`src/rtl/fifo_wr_arbiter.sv`:
```
// rtl/fifo_wr_arbiter.sv - round-robin, packet-locked write-port arbiter in front of synch_fifo
// Optional FIFO_ARB_ROOM_CHECK_EN: grant only when the FIFO has room for a maximum-length packet.
module fifo_wr_arbiter #(
  parameter int NUM_REQ     = 4,
  parameter int FIFO_PTR    = 4,
  parameter int FIFO_WIDTH  = 32,
  parameter int MAX_PKT_LEN = 8
) (
  input  logic                          i_fifo_clk,
  input  logic                          i_rst,
  input  logic [NUM_REQ-1:0]            i_req_valid,
  input  logic [NUM_REQ-1:0]            i_req_last,
  input  logic [NUM_REQ*FIFO_WIDTH-1:0] i_req_data,
  output logic [NUM_REQ-1:0]            o_req_ready,
  input  logic                          i_fifo_full,
  input  logic [FIFO_PTR:0]             i_fifo_room_avail,
  output logic                          o_fifo_wren,
  output logic [FIFO_WIDTH-1:0]         o_fifo_wrdata,
  output logic [$clog2(NUM_REQ)-1:0]    o_grant_id,
  output logic                          o_busy,
  output logic                          o_pkt_err
);

  localparam int ID_W  = $clog2(NUM_REQ);
  localparam int CNT_W = $clog2(MAX_PKT_LEN + 1);
  localparam logic [CNT_W-1:0] MAX_CNT = CNT_W'(MAX_PKT_LEN);

  typedef enum logic {S_IDLE, S_LOCK} state_t;

  state_t            r_state;
  state_t            w_next_state;
  logic [ID_W-1:0]   r_grant_id;
  logic [ID_W-1:0]   r_last_grant;
  logic [CNT_W-1:0]  r_beat_cnt;
  logic              r_pkt_err;
  logic [ID_W-1:0]   w_winner;
  logic              w_any;
  logic              w_start;
  logic              w_g_valid;
  logic              w_g_last;
  logic              w_xfer;
  logic              w_done;
  logic              w_overlong;
  logic [CNT_W-1:0]  w_cnt_inc;

  assign w_any = |i_req_valid;

`ifdef FIFO_ARB_ROOM_CHECK_EN
  localparam logic [FIFO_PTR:0] ROOM_NEED = (FIFO_PTR + 1)'(MAX_PKT_LEN);
  assign w_start = w_any & (i_fifo_room_avail >= ROOM_NEED);
`else
  logic w_unused_room;
  assign w_unused_room = ^i_fifo_room_avail;
  assign w_start       = w_any;
`endif

  // Descending scan so the requester closest after last_grant is assigned last and wins.
  always_comb begin
    logic [ID_W-1:0] v_idx;
    v_idx    = '0;
    w_winner = r_last_grant;
    for (int k = NUM_REQ; k >= 1; k--) begin
      v_idx = ID_W'((int'(r_last_grant) + k) % NUM_REQ);
      if (i_req_valid[v_idx]) w_winner = v_idx;
    end
  end

  assign w_g_valid  = i_req_valid[r_grant_id];
  assign w_g_last   = i_req_last[r_grant_id];
  assign w_xfer     = (r_state == S_LOCK) & w_g_valid & ~i_fifo_full;
  assign w_cnt_inc  = r_beat_cnt + 1'b1;
  assign w_overlong = w_xfer & ~w_g_last & (w_cnt_inc == MAX_CNT);
  assign w_done     = w_xfer & (w_g_last | w_overlong);

  always_ff @(posedge i_fifo_clk or posedge i_rst) begin
    if (i_rst) r_state <= S_IDLE;
    else       r_state <= w_next_state;
  end

  always_comb begin
    w_next_state = r_state;
    case (r_state)
      S_IDLE:  if (w_start) w_next_state = S_LOCK;
      S_LOCK:  if (w_done)  w_next_state = S_IDLE;
      default: w_next_state = S_IDLE;
    endcase
  end

  always_comb begin
    o_req_ready   = '0;
    o_fifo_wren   = 1'b0;
    o_fifo_wrdata = '0;
    if (r_state == S_LOCK) begin
      o_req_ready[r_grant_id] = ~i_fifo_full;
      o_fifo_wren             = w_g_valid & ~i_fifo_full;
      o_fifo_wrdata           = i_req_data[int'(r_grant_id)*FIFO_WIDTH +: FIFO_WIDTH];
    end
  end

  always_ff @(posedge i_fifo_clk or posedge i_rst) begin
    if (i_rst) begin
      r_grant_id   <= '0;
      r_last_grant <= ID_W'(NUM_REQ - 1);
      r_beat_cnt   <= '0;
      r_pkt_err    <= 1'b0;
    end else begin
      r_pkt_err <= w_overlong;
      if ((r_state == S_IDLE) && w_start) begin
        r_grant_id <= w_winner;
        r_beat_cnt <= '0;
      end else if (w_xfer) begin
        r_beat_cnt <= w_cnt_inc;
      end
      if (w_done) r_last_grant <= r_grant_id;
    end
  end

  assign o_grant_id = r_grant_id;
  assign o_busy     = (r_state == S_LOCK);
  assign o_pkt_err  = r_pkt_err;

endmodule

```
`config.mk`:
```
export PLATFORM = sky130hd
export DESIGN_NAME = fifo_wr_arbiter
export DESIGN_NICKNAME = d
export VERILOG_FILES = /design/src/rtl/fifo_wr_arbiter.sv
export SDC_FILE = /design/constraint.sdc
export NUM_CORES = 1
export LEC_CHECK = 0
export CORE_MARGIN = 1.5
export CORE_UTILIZATION = 27
export CTS_BUF_LIST = sky130_fd_sc_hd__clkbuf_2
export CTS_CLUSTER_DIAMETER = 120
export DETAILED_ROUTE_END_ITERATION = 8
export PLACE_DENSITY = 0.77
export SLEW_MARGIN = 20
export SYNTH_ARGS = -nofsm -noshare
export SYNTH_HDL_FRONTEND = slang
export SYNTH_SLANG_ARGS = --single-unit
```
`constraint.sdc`:
```
create_clock -name i_fifo_clk -period 1.7 [get_ports i_fifo_clk]
set_input_delay 0.34 -clock i_fifo_clk [delete_from_list [all_inputs] [get_ports i_fifo_clk]]
set_output_delay 0.34 -clock i_fifo_clk [all_outputs]
set_load 0.01 [all_outputs]
```
==> out/results.ini <==
[die]
die_w_um=83.1
die_h_um=83.1
die-area_um2=6910
rows=29
core_region_area_um2=6280
io_pins=185
initial_core_util_pct=27.6

[pwr]
p_sw_share_pct=34.7
p_leak_nw=1.74
power_frac_comb_pct=90.3
netSwitchingPower_w=0.00207
clkPwrFrac_pct=2.5
power_density_nw_per_um2=1420
irDropWorstVdd_uv=876
p_int_w=0.00389
pwr-share-seq_pct=7.2

[sta]
period_needed_ns=2.11
finalCritPeriodShare_pct=124
finalSetupViolCount=46
finalHoldViolations=0
drv_slew=0
hold-worst-slack_ns=0.338
worstMarginPinSlew_ns=0.378
clock_skew_ns=0.00850
setup_ws_ns=-0.406
clock.fmax_ghz=0.475
rsz0062_at_grt=true
slew_headroom_pct=74.8

[synth]
synth_edf_count=0
synthDistinctLibCells=35
ys.flop_type=dfrtp_1
syn-cell-area_um2=1730
async_reset_ff_share_pct=100
syn_area_per_cell_um2=12.1
ys_seq_elements=10
ys_seq_area_share_pct=14.6
synthCells=143
yosysWarningCount=0
syn_nets=289

[worst_setup_path]
rr_worst_depth=10
cp.arrival_ns=1.77
cp-end-kind=output pin
rr_startpoint=o_grant_id[0]
critical_path_class=reg -> out
path_max_fanout=6
reg2reg_slack_ns=-0.30
r2r_end=o_busy
cp-start-kind=flop
required_ns=1.36

[worst_hold_path]
hold_path.class=in -> async

[outcome]
outcome=finished with violations
violations=setup timing

[global_routing]
grt_max_degree=22
busiest_layer=met2
grtUsageTotal_pct=21.7
antenna_found_initial=0
grt_pass1_wl_um=12000
overflow=0
use_met3_pct=4.27
first_global_vias=2358
grt_use_met2_pct=41.7
use_met1_pct=24.3

[job]
drv_cap=0

[finish]
final_util_pct=66.7
diodes=0
nFillCells=498
multi_input_comb_area_um2=1470
num-nets-final=503
layout-drive-gt1-share_pct=49.2
final-seq-area_um2=255
final_cell_mix=138 x clkdlybuf4s50_1, 51 x buf_6, 34 x and2_4
area.growth.synth_to_final_pct=141
final_common_cell=clkdlybuf4s50_1

[place]
place.gp.congestion=0.755
hpwlAfterDp_um=5920
port_buffers=179

[clock_network]
cts_root_buf=clkbuf_2
clock_sinks=10
htreeDepth=1
cts_buffer_depth=2
cts_tree=built
clkTransAtPathRegs_ns=0.10
clk_latency_ns=0.27
cts-buffers-inserted=3
postCtsHoldBufs=0

[drt]
wl_um=7560
ant_nets=0
avgViaCountPerCell=4.90
drt_iter0_drc=54
drt_pass1_iterations=4
vias=2122
wl_per_cell_um=17.5
route.detailed.drc=0

## through the flow
stage / power [W] / setup TNS (ns) / worst slack, ns / std cells / cell area, µm²
2_1_floorplan: 0.00307 / -2.70 / -0.109 / 143 / 1830
3_3_place_gp: 0.00476 / -18.68 / -0.569 / 406 / 3790
3_5_place_dp: 0.00485 / -19.39 / -0.544 / 406 / 3790
4_1_cts: 0.00576 / -14.27 / -0.421 / 427 / 4090
5_1_grt: 0.00631 / -16.98 / -0.473 / 433 / 4190
6_report: 0.00596 / -13.37 / -0.406 / 433 / 4190
## worst max-delay path, stage by stage (launching register included)
cell	delay (ns)
dfrtp_2	0.43
buf_6	0.14
buf_12	0.13
mux4_2	0.51
and2_4	0.18
buf_6	0.11
## worst max-delay path by stage
stage / start / endpoint / slack (ns) / depth (start not counted)
floorplan: o_grant_id[0] / o_fifo_wrdata[10] / -0.11 / 5
global placement: i_req_data[97] / o_fifo_wrdata[1] / -0.57 / 4
detailed placement: i_req_data[97] / o_fifo_wrdata[1] / -0.54 / 4
CTS: o_grant_id[0] / o_fifo_wrdata[1] / -0.42 / 5
global route: o_grant_id[0] / o_fifo_wrdata[1] / -0.47 / 5
finish: o_grant_id[0] / o_fifo_wrdata[1] / -0.41 / 5
## cell type report
cell class              count  area share, %
inverters                   5          0.568
multi-input cells         115           35.1
repair buffers            222           55.4
clock buffers               4          0.478
well taps                  77           2.30
flip-flops and latches     10           6.10
## synthesized netlist by cell type, drive strengths merged (2+ instances only)
library cell,instances,area share (%)
and2,35,13
mux4,33,43
nor2,11,2.4
buf,10,5.2
dfrtp,8,12
inv,4,0.87
mux2,4,3.2
nand2,4,0.87
a21o,3,1.3
clkbuf,3,0.65
a21oi,2,0.58
dfstp,2,3.0
ha,2,1.4
mux2i,2,1.2
nand2b,2,0.72
nor3b,2,1.5
o21ai,2,0.58
o22ai,2,0.72
xor2,2,1.0
## layer usage
layer  part of all wire (%)  up-vias
met5                      0        -
met4                    1.9        0
met3                    6.2       14
met2                     54      108
met1                     38     1024
li1                       -      976
## power groups by stage
stage                     sequential, W  combinational, W  clock [W]
after floorplan                0.000428           0.00264          0
after global placement         0.000452           0.00431          0
after detailed placement       0.000458           0.00439          0
after CTS                      0.000422           0.00518   0.000153
after global routing           0.000444           0.00570   0.000166
final                          0.000430           0.00539   0.000146
## registers in the layout, summed over array words and instances (netlist names)
name and flops:
o_pkt_err 1, o_grant_id 2, r_beat_cnt 4, o_busy 1, r_last_grant 2
## cell families (layout without fill, tap and decap cells)
kind of cell	count (synthesis)	count (layout)	share of synthesized area, %
xor+xnor	3	3	1.52
buf+inv	18	231	7.00
flops	10	10	14.6
fa+ha+maj	2	2	1.44
simple gates	56	56	19.0
mux	39	39	47.3
compound gates	15	15	9.16
## timing repair
action                                  4_1_cts  5_1_grt
gates resized for setup                     217       23
pin swaps                                    18        7
endpoints found under the setup margin       47       46
cloned                                        1        0
hold endpoints to repair                      0        0
buffers inserted                             16        9
(Power assumes the default switching activity.)
